$ cat src/rtl/return_stack_pkg.sv
// Shared constants and helpers for the return-address stack.
// The overflow-policy encodings and the count-width rule live here so both RTL and users agree on them.
package return_stack_pkg;

    localparam int OVF_REJECT = 0;
    localparam int OVF_WRAP   = 1;

    // Width needed to hold a count from 0 up to and including depth.
    function automatic int count_width(input int depth);
        return $clog2(depth + 1);
    endfunction

endpackage

$ cat src/rtl/return_stack_lifo_storage.sv
// Register array behind the return stack: one synchronous write port, one asynchronous read port.
// Contents are undefined until written; validity is tracked by the stack's count.
module lifo_storage #(
    parameter int WIDTH = 8,
    parameter int DEPTH = 8,
    parameter int AW    = $clog2(DEPTH)
) (
    input  logic             clk,
    input  logic             we,
    input  logic [AW-1:0]    waddr,
    input  logic [WIDTH-1:0] wdata,
    input  logic [AW-1:0]    raddr,
    output logic [WIDTH-1:0] rdata
);

    logic [WIDTH-1:0] mem_q [DEPTH];

    // NOTE: the array has no reset on purpose; an empty stack never exposes it, and leaving it out keeps it a plain register file.
    always_ff @(posedge clk) begin
        if (we) begin
            mem_q[waddr] <= wdata;
        end
    end

    assign rdata = mem_q[raddr];

endmodule

$ cat src/rtl/return_stack.sv
// Parametrised return-address stack for the CALL/RET path: pointer, count, sticky error flags and control.
// top/count/empty/full are combinational from state, so a RET sees the return address without a cycle of delay.
module return_stack
    import return_stack_pkg::*;
#(
    parameter int WIDTH      = 8,
    parameter int DEPTH      = 8,
    parameter int RET_OFFSET = 0,
    parameter int OVF_MODE   = OVF_REJECT,
    parameter int CW         = count_width(DEPTH)
) (
    input  logic             clk,
    input  logic             reset,
    input  logic             push,
    input  logic             pop,
    input  logic [WIDTH-1:0] push_data,
    input  logic             clr_err,
    output logic [WIDTH-1:0] top,
    output logic [CW-1:0]    count,
    output logic             empty,
    output logic             full,
    output logic             overflow,
    output logic             underflow
);

    localparam int AW = $clog2(DEPTH);

    logic [AW-1:0]    wp_q, wp_d;
    logic [CW-1:0]    count_q, count_d;
    logic             overflow_q, overflow_d;
    logic             underflow_q, underflow_d;

    logic [AW-1:0]    wp_next, wp_prev, waddr;
    logic [WIDTH-1:0] store_val, rdata;
    logic             is_empty, is_full, we, ovf_evt, unf_evt;

    // Explicit wrap so non-power-of-2 depths never index past the array.
    assign wp_next   = (wp_q == AW'(DEPTH - 1)) ? '0 : wp_q + 1'b1;
    assign wp_prev   = (wp_q == '0) ? AW'(DEPTH - 1) : wp_q - 1'b1;
    assign store_val = push_data + WIDTH'(RET_OFFSET);
    assign is_empty  = (count_q == '0);
    assign is_full   = (count_q == CW'(DEPTH));

    // NOTE: every signal gets a default before the case so no path leaves one unassigned and infers a latch.
    always_comb begin
        wp_d    = wp_q;
        count_d = count_q;
        we      = 1'b0;
        waddr   = wp_q;
        ovf_evt = 1'b0;
        unf_evt = 1'b0;
        case ({push, pop})
            2'b10: begin
                if (!is_full) begin
                    we      = 1'b1;
                    wp_d    = wp_next;
                    count_d = count_q + 1'b1;
                end else begin
                    ovf_evt = 1'b1;
                    if (OVF_MODE == OVF_WRAP) begin
                        we   = 1'b1;
                        wp_d = wp_next;
                    end
                end
            end
            2'b01: begin
                if (!is_empty) begin
                    wp_d    = wp_prev;
                    count_d = count_q - 1'b1;
                end else begin
                    unf_evt = 1'b1;
                end
            end
            2'b11: begin
                // Simultaneous CALL/RET replaces the top in place; on an empty stack only the push survives.
                if (!is_empty) begin
                    we    = 1'b1;
                    waddr = wp_prev;
                end else begin
                    unf_evt = 1'b1;
                    we      = 1'b1;
                    wp_d    = wp_next;
                    count_d = CW'(1);
                end
            end
            default: ;
        endcase
        overflow_d  = ovf_evt | (overflow_q & ~clr_err);
        underflow_d = unf_evt | (underflow_q & ~clr_err);
    end

    // NOTE: state registers use non-blocking assignments so every flop samples pre-edge values.
    always_ff @(posedge clk or negedge reset) begin
        if (!reset) begin
            wp_q        <= '0;
            count_q     <= '0;
            overflow_q  <= 1'b0;
            underflow_q <= 1'b0;
        end else begin
            wp_q        <= wp_d;
            count_q     <= count_d;
            overflow_q  <= overflow_d;
            underflow_q <= underflow_d;
        end
    end

    lifo_storage #(
        .WIDTH (WIDTH),
        .DEPTH (DEPTH),
        .AW    (AW)
    ) u_storage (
        .clk   (clk),
        .we    (we),
        .waddr (waddr),
        .wdata (store_val),
        .raddr (wp_prev),
        .rdata (rdata)
    );

    assign top       = is_empty ? '0 : rdata;
    assign count     = count_q;
    assign empty     = is_empty;
    assign full      = is_full;
    assign overflow  = overflow_q;
    assign underflow = underflow_q;

endmodule

$ cat config.mk
export PLATFORM = sky130hd
export DESIGN_NAME = return_stack
export DESIGN_NICKNAME = d
export VERILOG_FILES = /design/src/rtl/return_stack_pkg.sv /design/src/rtl/return_stack_lifo_storage.sv /design/src/rtl/return_stack.sv
export SDC_FILE = /design/constraint.sdc
export NUM_CORES = 1
export LEC_CHECK = 0
export BUFFER_PORTS_ARGS = -buffer_cell sky130_fd_sc_hd__buf_2
export CAP_MARGIN = 20
export CORE_MARGIN = 3
export CORE_UTILIZATION = 35
export CTS_BUF_LIST = sky130_fd_sc_hd__clkbuf_8 sky130_fd_sc_hd__clkbuf_16
export CTS_CLUSTER_DIAMETER = 80
export CTS_CLUSTER_SIZE = 14
export DETAILED_ROUTE_END_ITERATION = 10
export PLACE_DENSITY = 0.61
export SYNTH_ARGS = -nofsm -noshare
export SYNTH_HDL_FRONTEND = slang
export SYNTH_SLANG_ARGS = --single-unit
$ cat constraint.sdc
create_clock -name clk -period 3.3 [get_ports clk]
set_clock_uncertainty 0.2 [all_clocks]
set_input_delay 0.33 -clock clk [delete_from_list [all_inputs] [get_ports clk]]
set_output_delay 0.33 -clock clk [all_outputs]
set_load 0.02 [all_outputs]
Word level (Yosys, flattened, before mapping)
Memories as Yosys holds them, arrays and structs flattened.
Cells that the tools add are included.

storage, ports and cells
  register bits after elaboration = 9
  bits in writable memories = 64
  input bits = 13
  memories = 1

operators by class
  add/subtract/negate cells = 4
  eq/ne operators = 8
  muxes and demuxes = 20
  bitwise logic cells = 5
  reductions and logical operators = 6

memories
  name             depth  bits a word  read ports  clocked after Yosys merged registers in  write ports  RTL line                         source
  u_storage.mem_q  8      8            1           0                                        1            return_stack_lifo_storage.sv:16  logic [WIDTH-1:0] mem_q [DEPTH];

operator list
  kind                   number
  $mux W3                6
  $mux W4                3
  $pmux W4 S3            1
  $pmux W3 S3            1
  $mux W8                1
  $mux W1                7
  $ne A2 B2 Y1 const B   3
  $add A4 B1 Y4 const B  1
  $eq A2 B2 Y1 const B   2
  $eq A4 B4 Y1 const B   1
  $logic_not A4 Y1       1
  $reduce_and A4 Y1      1
  $sub A4 B1 Y4 const B  1
  $add A3 B1 Y3 const B  1
  $eq A3 B3 Y1 const B   1
  $logic_not A3 Y1       1
  $reduce_and A3 Y1      1
  $reduce_bool A3 Y1     1
  $sub A3 B1 Y3 const B  1
  $and A1 B1 Y1          2
  $eq A2 B1 Y1 const B   1
  $or A1 B1 Y1           2
  $pmux W1 S2            1
  $reduce_or A2 Y1       1
  $not A1 Y1             1

Longest topological paths before layout
Gate-level depths: netlist of run 1.

  depth after elaboration = 5
  mapped depth = 8
  depth with buffers taken out = 7

Hierarchy
A second synthesis of run 1 with hierarchy kept.

second synthesis, totals
  cell total of the unflattened synthesis = 221
  area total of the unflattened synthesis = 3479.6 um^2

modules (own cells, without submodules)
  module        instances  cells an instance  area an instance (um^2)  sequential area each (um^2)
  lifo_storage  1          106                2531.2                   1921.8
  return_stack  1          115                948.4                    225.2

Worst setup path before layout of run 1
OpenSTA, ideal clock, no wires.

  kind = register to register
  from = register count_q[1] (netlist: count[1])
  to = memory u_storage.mem_q[0][0], enable pin
  library setup time = 0.383 ns
  arrival time = 2.274 ns
  required time = 2.717 ns
  path slack = 0.442 ns
  stages on the path, launching flop included = 7
  path buffers = 2
  period minus slack after synthesis = 2.858 ns
  cell sequence = dfrtp_1 > buf_6 > or4_4 > buf_6 > o211a_1 > o22a_2 > nor3_1

on the way
  longest elaborated chain between the ends = 5
  elaborated cells on any way between the ends = 8
  classes of those cells = eq/ne (1); mux (6); reduce/logical (1)

RTL lines
  element                        RTL line                         source
  from (decl)                    return_stack.sv:29               logic [CW-1:0] count_q, count_d;
  from (signal assigned)         return_stack.sv:101              count_q <= count_d;
  $eq A4 B4 Y1                   return_stack.sv:42               assign is_full = (count_q == CW'(DEPTH));
  $mux W1                        return_stack.sv:54               if (!is_full) begin
  $pmux W1 S2                    return_stack.sv:52               case ({push, pop})
  $mux W1                        return_stack_lifo_storage.sv:20  if (we) begin
  $mux W1 (not written as such)  return_stack_lifo_storage.sv:21  mem_q[waddr] <= wdata;
  to (decl)                      return_stack_lifo_storage.sv:16

Parallel ways exist; a longest one is shown, timed or not.

Worst setup path in the final report of run 1
  from = register wp_q[0]
  to = output top[2]

on the way
  longest elaborated chain between the ends = 4
  elaborated cells on any way between the ends = 5
  classes of those cells = add/sub (1); mux (2); reduce/logical (1); memory (1)

RTL lines
  element                                                   RTL line             source
  from (decl)                                               return_stack.sv:28   logic [AW-1:0] wp_q, wp_d;
  from (signal assigned)                                    return_stack.sv:100  wp_q <= wp_d;
  $sub A3 B1 Y3 / $logic_not A3 Y1 (equally long branches)  return_stack.sv:39   assign wp_prev = (wp_q == '0) ? AW'(DEPTH - 1) : wp_q - 1'b1;
  $mux W3 *                                                 return_stack.sv:39
  $mem_v2 Z8 W8 *                                           --
  $mux W8 *                                                 return_stack.sv:120  assign top = is_empty ? '0 : rdata;
  to (decl)                                                 return_stack.sv:18   output logic [WIDTH-1:0] top,

Mark *: on every way between the ends. The rest lies on a longest branch, timed or not.

==> metrics.md, run 1 <==
| Metric | Value |
|---|---|
| Status | `finished, final reports clean` |
| Area of the multi-input gates | `919.6 um^2` |
| Period utilisation layout | `0.9165` |
| Port Buffers | `28` |
| Core ar. | `8464 um^2` |
| Layout cells sized above 1 | `0.3234` |
| Worst path cell trace | `inv_1, ha_2, inv_1, o21a_1, buf_6, mux4_2, a22o_1, buf_2` |
| Post-CTS Setup Inserts | `0` |
| CTS clk-pin slew, worst paths | `0.08 ns` |
| Post-synthesis sequential area ratio | `0.6839` |
| Initial Util | `0.3709` |
| Row count | `33` |
| Reg area | `2147 um^2` |
| Routed len/inst | `19.03 um` |
| Clock Latency Late Sink | `0.34 ns` |
| Pint | `2375 uW` |
| Max Slew Vio Count | `0` |
| Pleak | `0.001361 uW` |
| Root Buffer | `clkbuf_8` |
| Min Clock Period, post-route | `3.024 ns` |
| Total global-route track usage | `0.1389` |
| Hold crit path type | `input port to flip-flop` |
| Switching pwr | `1330 uW` |
| Top cell type's share of synthesized area | `0.6122` |
| CP Launch Type | `flip-flop` |
| Initial antenna violation count | `0` |
| CTS tree | `yes` |
| Slew headroom | `0.5943` |
| First-pass DRT Iterations | `4` |
| H-tree levels | `3` |
| Total power | `3705 uW` |
| Ports | `29` |
| Data arrival, critical path | `2.49 ns` |
| Fill cells | `740` |
| Worst hold slack | `0.06491 ns` |
| Diode count | `0` |
| Setup CP Type | `flip-flop to output port` |
| Critical Path RT | `2.77 ns` |
| Die Area | `10140 um^2` |
| Global route overflow | `0` |
| Post-DRT Antenna Nets | `0` |
| Max Clk Rate | `330.6 MHz` |
| Clk pwr share | `0.220` |
| CP max stage cell | `mux4_2` |
| Placer Congestion | `0.7035` |
| Synth Instances | `185` |
| RSZ-0062 raised after global routing | `false` |
| DRC | `0` |
| Clk buf depth | `2` |
| Maximum fanout along the worst path | `17` |
| Area leader, netlist | `edfxtp_1` |
| # clock sinks | `73` |
| Post-route insts no fill | `340` |
| Vias per cell | `5.341` |
| First-pass GRT wire length | `10250 um` |
| Reg2Reg Setup Slack | `0.55 ns` |
| Post-Route WL | `6470 um` |
| Pwr Density | `996.7 nW/um^2` |
| Nets | `249` |
| Die width | `100.7 um` |
| Crit end category | `output port` |
| Cells after DPL | `323` |
| # setup viols final | `0` |
| Area growth from synthesis to layout | `18.41%` |
| Max IR drop VDD | `0.5417 mV` |
| DRT iter0 DRCs | `117` |
| Vias in the first global route | `1856` |
| Largest net degree at the start of global routing | `21` |
| Syn_nets | `203` |
| Flop pwr share | `0.341` |
| Vias | `1816` |
| Die height | `100.7 um` |
| Max Cap Violations | `0` |
| Slowest Stage Delay on Critical Path | `0.53 ns` |
| Distinct cells, synth | `37` |
| Setup TNS | `0 ns` |
| Core Util, Final | `0.4392` |
| Sw frac | `0.3590` |
| Avg Cell Area, Syn | `16.97 um^2` |
| CP most frequent cell | `inv_1` |
| Slew @ Worst Pin | `0.6086 ns` |
| Combinational Power Share | `0.439` |
| Synth area leaders | `edfxtp_1 61%, mux4_2 11%, dfrtp_1 7.2%` |
| DP HPWL | `4019 um` |
| Yosys warns | `0` |
| Total CTS buffers | `9` |
| Post-Syn Area | `3139 um^2` |
| Register bit total from synthesis | `73` |
| Fin. Hold Viols | `0` |
## stage by stage
stage          instance area [um^2]  setup WS [ns]
3_5_place_dp                   3456         0.3868
2_1_floorplan                  3139         0.4423
5_1_grt                        3717        0.06337
6_report                       3717         0.2756
4_1_cts                        3711         0.1109
3_3_place_gp                   3456         0.4103
## area by class of cell
cell class	count	share of cell area
sequential	73	0.5776
inverter	7	0.007068
timing repair buffer	43	0.07035
clock buffer	9	0.03332
multi-input combinational	97	0.2474
tap	105	0.03534
clock inverter	6	0.02895
## synthesized netlist by cell type
cell and count:
inv_2 1, nor2b_1 3, buf_4 2, edfxtp_1 64, o21a_1 2, or4b_1 1
a211oi_1 1, a32oi_1 3, or3_1 2, o22ai_1 2, buf_6 2, clkbuf_1 4
inv_1 6, nand2b_1 2, a31oi_1 2, nand3_1 3, and2_1 2, mux2i_1 3
a21o_1 1, a22o_1 8, o21ai_0 5, o31ai_1 1, nor2_1 5, xor2_1 1
a21oi_1 4, o22a_2 1, or4_4 1, o221ai_1 1, o311ai_0 1, ha_1 5
a221o_1 1, dfrtp_1 9, mux4_2 16, nand2_1 8, xnor2_1 1, o211a_1 1
nor3_1 10
## worst max-delay path: cells and delay by family, from the launching register on
| family | cells | cell delay, ns |
|---|---|---|
| buffers and inverters | 4 | 0.58 |
| multiplexers | 1 | 0.53 |
| flip-flops | 1 | 0.46 |
| AO/OA/AOI/OAI | 2 | 0.38 |
| adder cells (fa/ha/maj) | 1 | 0.20 |
## timing repair
item / 4_1_cts / 5_1_grt
resized for setup: 1 / 2
hold buffers: 2 / 0
setup endpoints to repair: 2 / 8
endpoints found under the hold margin: 11 / 0
## layout by cell type (no fill, tap or decap), types with 2 or more instances in the layout
cell / n
a21oi_1: 3
a22o_1: 8
a31oi_1: 2
a32oi_1: 3
and2_1: 2
buf_2: 28
buf_4: 12
bufinv_16: 3
clkbuf_8: 9
dfrtp_1: 9
dlygate4sd3_1: 2
edfxtp_1: 64
ha_1: 4
inv_1: 6
mux2i_1: 3
mux4_2: 16
nand2_1: 8
nand2b_1: 2
nand3_1: 3
nor2_1: 5
nor2b_1: 3
nor3_1: 10
o21a_1: 2
o21ai_0: 5
o22ai_1: 2
or3_1: 2
## path summary, 6_finish.rpt
check	start	end	depth (start not counted)
max	wp_q[0]$_DFFE_PN0P_	top[2]	8
min	push_data[4]	u_storage.mem_q[6][4]$_DFFE_PP_	1
max reg2reg	count[0]$_DFFE_PN0P_	u_storage.mem_q[3][1]$_DFFE_PP_	5
min reg2reg	overflow$_DFF_PN0_	overflow$_DFF_PN0_	2
max in group asynchronous	reset	wp_q[2]$_DFFE_PN0P_	2
min in group asynchronous	reset	count[3]$_DFFE_PN0P_	2
## registers in the layout, indices dropped and copies added, names as in the netlist
| signal | cells |
|---|---|
| u_storage.mem_q | 64 |
| overflow | 1 |
| underflow | 1 |
| wp_q | 3 |
| count | 4 |
## power by group through the flow
stage	clock [uW]	combinational [uW]	sequential, uW
5_1_grt	876	1760	1290
4_1_cts	830	1650	1270
3_3_place_gp	0	1610	1280
3_5_place_dp	0	1630	1280
2_1_floorplan	0	1130	1290
6_report	815	1630	1270
## metal layers
| layer | track usage | up-vias | wire [um] |
|---|---|---|---|
| li1 | - | 844 | - |
| met1 | 0.1870 | 934 | 3048 |
| met2 | 0.2142 | 32 | 3127 |
| met3 | 0.03529 | 6 | 218 |
| met4 | 0.05907 | 0 | 75 |
| met5 | 0 | - | 0 |
## kinds of logic after synthesis
logic type / Yosys count / share of synthesized area
buf+inv: 15 / 0.02510
mux: 19 / 0.1244
xor+xnor: 2 / 0.005581
compound gates: 34 / 0.08011
flops: 73 / 0.6839
fa+ha+maj: 5 / 0.01993
simple gates: 37 / 0.06098
Power figures use the tool's default switching activity.
==> inputs of run 2 (changes only) <==
Settings changed: BUFFER_PORTS_ARGS -buffer_cell sky130_fd_sc_hd__buf_2 to not set, DONT_BUFFER_PORTS set to 1, PLACE_DENSITY 0.61 to 0.58.
==> run 2 against run 1 <==
  * Maximum frequency is 1.5% lower
  * Non-clock buffer count is 15 lower
  * Worst setup slack worse by 0.046 ns
  * Largest cell class unchanged
  * Count of clock-buffer cells in the layout stayed put
  * Register-to-register slack worse by 0.08 ns
  * Utilization is 0.10 points lower
==> metrics.md, run 2 (same netlist as run 1, synthesis figures left out) <==
| Metric | Value |
|---|---|
| CP max stage cell | `mux4_2 (unchanged)` |
| Max Slew Vio Count | `0 (unchanged)` |
| Hold crit path type | `input port to flip-flop (unchanged)` |
| Area growth from synthesis to layout | `18.13% (was 18.41%)` |
| Max reg flops | `64 (unchanged)` |
| Max Cap Violations | `0 (unchanged)` |
| Crit end category | `output port (unchanged)` |
| Die height | `100.7 um (unchanged)` |
| Row count | `33 (unchanged)` |
| # clock sinks | `73 (unchanged)` |
| RSZ-0062 raised after global routing | `false (unchanged)` |
| Met2 usage | `0.2081 (was 0.2142)` |
| # setup viols final | `0 (unchanged)` |
| Routed len/inst | `18.58 um (was 19.03 um)` |
| Pwr Density | `960.4 nW/um^2 (was 996.7 nW/um^2)` |
| Initial antenna violation count | `0 (unchanged)` |
| Ports | `29 (unchanged)` |
| Placer Congestion | `0.7269 (was 0.7035)` |
| Fill cells | `730 (was 740)` |
| DP HPWL | `3997 um (was 4019 um)` |
| Nets | `234 (was 249)` |
| Port Buffers | `0 (was 28)` |
| Routing usage on met1 | `0.1753 (was 0.1870)` |
| Status | `finished, final reports clean (unchanged)` |
| Root Buffer | `clkbuf_8 (unchanged)` |
| Min Clock Period, post-route | `3.070 ns (was 3.024 ns)` |
| Worst r2r src | `wp_q[0]$_DFFE_PN0P_ (was count[0]$_DFFE_PN0P_)` |
| Max IR drop VDD | `0.4503 mV (was 0.5417 mV)` |
| Core ar. | `8464 um^2 (unchanged)` |
| Critical Path RT | `2.77 ns (about the same)` |
| Setup TNS | `0 ns (unchanged)` |
| Slew @ Worst Pin | `0.8683 ns (was 0.6086 ns)` |
| CTS clk-pin slew, worst paths | `0.08 ns (about the same)` |
| Vias | `1728 (was 1816)` |
| Clock Latency Late Sink | `0.34 ns (about the same)` |
| DRC | `0 (unchanged)` |
| First-pass DRT Iterations | `4 (unchanged)` |
| Total CTS buffers | `9 (unchanged)` |
| DRT iter0 DRCs | `67 (was 117)` |
| Vias in the first global route | `1814 (was 1856)` |
| Post-Route WL | `6056 um (was 6470 um)` |
| Diode count | `0 (unchanged)` |
| CP most frequent cell | `inv_1 (unchanged)` |
| Reg2Reg Setup Slack | `0.47 ns (was 0.55 ns)` |
| RR Endpoint | `u_storage.mem_q[4][4]$_DFFE_PP_ (was u_storage.mem_q[3][1]$_DFFE_PP_)` |
| Fin. Hold Viols | `0 (unchanged)` |
| Period utilisation layout | `0.9303 (was 0.9165)` |
| Max Clk Rate | `325.7 MHz (was 330.6 MHz)` |
| Global route overflow | `0 (unchanged)` |
| Pleak | `0.001298 uW (was 0.001361 uW)` |
| Clk buf depth | `2 (unchanged)` |
| Initial Util | `0.3709 (unchanged)` |
| Data arrival, critical path | `2.54 ns (was 2.49 ns)` |
| H-tree levels | `3 (unchanged)` |
| M3 GR Usage | `0.04014 (was 0.03529)` |
| Slew headroom | `0.4212 (was 0.5943)` |
| Total global-route track usage | `0.1335 (was 0.1389)` |
| CP startpoint | `wp_q[0]$_DFFE_PN0P_ (unchanged)` |
| Most frequent cells in the layout | `64 x edfxtp_1, 16 x mux4_2, 14 x dlygate4sd3_1, 14 x buf_4, 10 x nor3_1 (was 64 x edfxtp_1, 28 x buf_2, 16 x mux4_2, 12 x buf_4, 10 x nor3_1)` |
| Slowest Stage Delay on Critical Path | `0.55 ns (was 0.53 ns)` |
| Post-DRT Antenna Nets | `0 (unchanged)` |
| Vias per cell | `5.301 (was 5.341)` |
| Die width | `100.7 um (unchanged)` |
| R2R depth | `5 (unchanged)` |
| Post-CTS Setup Inserts | `0 (unchanged)` |
| Worst path cell trace | `inv_1, ha_1, inv_1, o21a_1, buf_4, mux4_2, a22o_1 (was inv_1, ha_2, inv_1, o21a_1, buf_6, mux4_2, a22o_1, buf_2)` |
| Setup CP Type | `flip-flop to output port (unchanged)` |
| Maximum fanout along the worst path | `17 (unchanged)` |
| Biggest register | `u_storage.mem_q (unchanged)` |
| Most common cell after layout, fill and taps aside | `edfxtp_1 (unchanged)` |
| CTS tree | `yes (unchanged)` |
| Total power | `3562 uW (was 3705 uW)` |
| GRT busiest layer | `met2 (unchanged)` |
| Die Area | `10140 um^2 (unchanged)` |
| Largest net degree at the start of global routing | `21 (unchanged)` |
| CP Launch Type | `flip-flop (unchanged)` |
| First-pass GRT wire length | `9873 um (was 10250 um)` |
| CP Capture Point | `top[1] (was top[2])` |
| Layout cells sized above 1 | `0.2217 (was 0.3234)` |
[run 2: through the flow]
stage,instance area [um^2],utilization,hold slack (ns),worst slack [ns],std cells
after global placement,3323,0.3926,-0.1654,0.4029,296
after CTS,3705,0.4377,0.04933,0.02631,326
after floorplan,3139,-,-0.1656,0.4423,185
final,3709,0.4381,0.07135,0.2300,326
after detailed placement,3323,0.3926,-0.1654,0.4130,296
after global routing,3709,0.4381,0.08323,0.04852,326
[run 2: worst min-delay path by stage]
stage | startpoint | endpoint | slack, ns | cells past startpoint
2_1_floorplan | reset | count[0]$_DFFE_PN0P_ | -0.17 | 0
3_5_place_dp | reset | count[3]$_DFFE_PN0P_ | -0.17 | 0
3_3_place_gp | reset | count[3]$_DFFE_PN0P_ | -0.17 | 0
6_report | pop | count[2]$_DFFE_PN0P_ | 0.07 | 3
4_1_cts | pop | count[2]$_DFFE_PN0P_ | 0.05 | 3
5_1_grt | pop | count[2]$_DFFE_PN0P_ | 0.08 | 3
[run 2: what timing repair did]
| item | CTS | global route |
|---|---|---|
| hold buffers | 14 | 0 |
| endpoints found under the hold margin | 78 | 0 |
| setup endpoints to repair | 0 | 8 |
| gates resized for setup | 0 | 1 |
[run 2: cell type report]
| type | instances | area, um^2 | area share |
|---|---|---|---|
| Sequential cell | 73 | 2147 | 0.5789 |
| Multi-Input combinational cell | 97 | 917.1 | 0.2473 |
| Timing Repair Buffer | 28 | 245.2 | 0.06613 |
| Tap cell | 105 | 131.4 | 0.03543 |
| Clock buffer | 9 | 123.9 | 0.03340 |
| Clock inverter | 7 | 117.6 | 0.03171 |
| Inverter | 7 | 26.28 | 0.007085 |
[run 2: power breakdown]
group          leakage (uW)  internal, uW  switching, uW
Sequential         0.000692          1180            130
Combinational      0.000488           597            825
Clock              0.000117           502            329
Total               0.00130          2280           1280
[run 2: routing by layer]
| metal | part of all wire | vias up |
|---|---|---|
| met3 | 0.045 | 8 |
| met2 | 0.48 | 31 |
| met5 | 0 | - |
| met1 | 0.46 | 878 |
| li1 | - | 811 |
| met4 | 0.015 | 0 |
[run 2: critical path, delay by kind of cell (launching register included)]
family | cells | cell delay (ns)
muxes | 1 | 0.55
buffers and inverters | 3 | 0.50
DFF | 1 | 0.47
AOI/OAI and AO/OA | 2 | 0.45
adders and majority gates | 1 | 0.23
==> inputs of run 3 (changes only) <==
Settings changed: CELL_PAD_IN_SITES_DETAIL_PLACEMENT set to 0, CELL_PAD_IN_SITES_GLOBAL_PLACEMENT set to 1, PLACE_DENSITY 0.58 to 0.64.
==> run 3 against run 2 <==
  * Utilization shrank 0.12 points
  * First-iteration DRC count rose by 69%
  * Worst hold slack worse by 0.054 ns
  * Routed wire length is 6.5% higher
  * Critical path depth stayed put
  * Combinational power grew 8%
  * Sequential cell count did not move
  * Final cell count rose by 1.2%
  * Register-to-register slack better by 0.22 ns
  * Critical endpoint is now top[7]
==> metrics.md, run 3 (same netlist as run 1, synthesis figures left out) <==
| Metric | Value |
|---|---|
| Diode count | `0 (unchanged)` |
| Status | `finished, final reports clean (unchanged)` |
| Total power | `3499 uW (was 3562 uW)` |
| Post-Route WL | `6449 um (was 6056 um)` |
| Pwr Density | `946.1 nW/um^2 (was 960.4 nW/um^2)` |
| Data arrival, critical path | `2.52 ns (was 2.54 ns)` |
| Slew @ Worst Pin | `0.6274 ns (was 0.8683 ns)` |
| Dpl ws | `0.4007 ns (was 0.4130 ns)` |
| Maximum fanout along the worst path | `17 (unchanged)` |
| Total CTS buffers | `9 (unchanged)` |
| CP Launch Type | `flip-flop (unchanged)` |
| Pint | `2165 uW (was 2277 uW)` |
| Die Area | `10140 um^2 (unchanged)` |
| Setup CP Type | `flip-flop to output port (unchanged)` |
| Biggest register | `u_storage.mem_q (unchanged)` |
| First-pass DRT Iterations | `5 (was 4)` |
| Max Clk Rate | `328.3 MHz (was 325.7 MHz)` |
| Vias in the first global route | `1835 (was 1814)` |
| Initial Util | `0.3709 (unchanged)` |
| First-pass GRT wire length | `10190 um (was 9873 um)` |
| Max Cap Violations | `0 (unchanged)` |
| Switching pwr | `1334 uW (was 1284 uW)` |
| Most common cell after layout, fill and taps aside | `edfxtp_1 (unchanged)` |
| Clk buf depth | `2 (unchanged)` |
| Crit end category | `output port (unchanged)` |
| Max IR drop VDD | `0.3598 mV (was 0.4503 mV)` |
| Sw frac | `0.3812 (was 0.3606)` |
| Flop pwr share | `0.360 (was 0.368)` |
| Area growth from synthesis to layout | `17.82% (was 18.13%)` |
| Total global-route track usage | `0.1350 (was 0.1335)` |
| CTS tree | `yes (unchanged)` |
| Post-CTS Setup Inserts | `0 (unchanged)` |
| PnR worst setup slack | `0.2544 ns (was 0.2300 ns)` |
| Post-route insts no fill | `330 (was 326)` |
| Core ar. | `8464 um^2 (unchanged)` |
| Period utilisation layout | `0.9229 (was 0.9303)` |
| Combinational Power Share | `0.438 (was 0.399)` |
| Port Buffers | `0 (unchanged)` |
| Initial antenna violation count | `0 (unchanged)` |
| CTS clk-pin slew, worst paths | `0.08 ns (about the same)` |
| Routed len/inst | `19.54 um (was 18.58 um)` |
| DP HPWL | `4274 um (was 3997 um)` |
| Die width | `100.7 um (unchanged)` |
| Fill cells | `747 (was 730)` |
| Hold crit path type | `input port to flip-flop (unchanged)` |
| Placer Congestion | `0.7047 (was 0.7269)` |
| # clock sinks | `73 (unchanged)` |
| Slew headroom | `0.5818 (was 0.4212)` |
| DRT iter0 DRCs | `113 (was 67)` |
| Layout cells sized above 1 | `0.2444 (was 0.2217)` |
| Ports | `29 (unchanged)` |
| Post-DRT Antenna Nets | `0 (unchanged)` |
| Reg area | `2147 um^2 (unchanged)` |
| Min Clock Period, post-route | `3.046 ns (was 3.070 ns)` |
| Row count | `33 (unchanged)` |
| Root Buffer | `clkbuf_8 (unchanged)` |
| Area of the multi-input gates | `917.1 um^2 (unchanged)` |
| Vias | `1764 (was 1728)` |
| Nets | `238 (was 234)` |
| Clk pwr share | `0.202 (was 0.233)` |
| Pleak | `0.001302 uW (was 0.001298 uW)` |
| Critical Path RT | `2.77 ns (about the same)` |
| Global route overflow | `0 (unchanged)` |
| Largest net degree at the start of global routing | `18 (was 21)` |
| Cells after DPL | `301 (was 296)` |
| DRC | `0 (unchanged)` |
| Die height | `100.7 um (unchanged)` |
| RSZ-0062 raised after global routing | `false (unchanged)` |
| # setup viols final | `0 (unchanged)` |
| Max reg flops | `64 (unchanged)` |
| Setup TNS | `0 ns (unchanged)` |
| Clock Latency Late Sink | `0.33 ns (was 0.34 ns)` |
| Most frequent cells in the layout | `64 x edfxtp_1, 19 x buf_4, 16 x mux4_2, 13 x dlygate4sd3_1, 10 x nor3_1 (was 64 x edfxtp_1, 16 x mux4_2, 14 x dlygate4sd3_1, 14 x buf_4, 10 x nor3_1)` |
| Max Slew Vio Count | `0 (unchanged)` |
| Vias per cell | `5.345 (was 5.301)` |
| H-tree levels | `3 (unchanged)` |
| Fin. Hold Viols | `0 (unchanged)` |
## run 3: final cells by class
class	count	share of cell area
Timing Repair Buffer	32	0.07375
Clock buffer	9	0.03349
Inverter	7	0.007104
Clock inverter	7	0.02165
Tap cell	105	0.03552
Sequential cell	73	0.5805
Multi-Input combinational cell	97	0.2480
## run 3: final timing paths
kind	start	end	slack [ns]	cells past startpoint
min	pop	count[1]$_DFFE_PN0P_	0.02	2
min in group asynchronous	reset	count[2]$_DFFE_PN0P_	0.16	1
max in group asynchronous	reset	wp_q[0]$_DFFE_PN0P_	2.45	1
max reg2reg	count[3]$_DFFE_PN0P_	u_storage.mem_q[3][5]$_DFFE_PP_	0.69	5
min reg2reg	wp_q[1]$_DFFE_PN0P_	wp_q[1]$_DFFE_PN0P_	0.43	2
max	wp_q[0]$_DFFE_PN0P_	top[7]	0.25	7
## run 3: power by group through the flow
stage / Combinational [uW] / Sequential (uW) / Clock (uW)
after CTS: 1560 / 1260 / 727
after global routing: 1670 / 1270 / 764
after floorplan: 1130 / 1290 / 0
after global placement: 1510 / 1270 / 0
after detailed placement: 1520 / 1280 / 0
final: 1530 / 1260 / 706
## run 3: per-layer routing
| metal | up-vias | wire [um] | track usage | part of all wire |
|---|---|---|---|---|
| li1 | 820 | - | - | - |
| met1 | 911 | 3010 | 0.1846 | 0.47 |
| met2 | 28 | 3101 | 0.2132 | 0.48 |
| met3 | 5 | 269 | 0.03183 | 0.042 |
| met4 | 0 | 68 | 0.04456 | 0.011 |
| met5 | - | 0 | 0 | 0 |
## run 3: worst max-delay path, stage by stage, from the launching register on
cell and delay, ns:
dfrtp_1 0.46, inv_1 0.09, ha_1 0.23, inv_1 0.08, o21a_1 0.11, buf_4 0.32
mux4_2 0.55, a22o_1 0.33
## run 3: through the flow
step	hold WS [ns]	utilization	area, um^2
2_1_floorplan	-0.1656	-	3139
3_3_place_gp	-0.1653	0.3970	3361
3_5_place_dp	-0.1653	0.3970	3361
4_1_cts	0.003499	0.4365	3695
5_1_grt	0.01476	0.4370	3699
6_report	0.01766	0.4370	3699
## run 3: repair_timing
action / CTS / global route
hold buffers: 13 / 0
resized for setup: 0 / 1
endpoints found under the hold margin: 76 / 0
endpoints found under the setup margin: 0 / 8
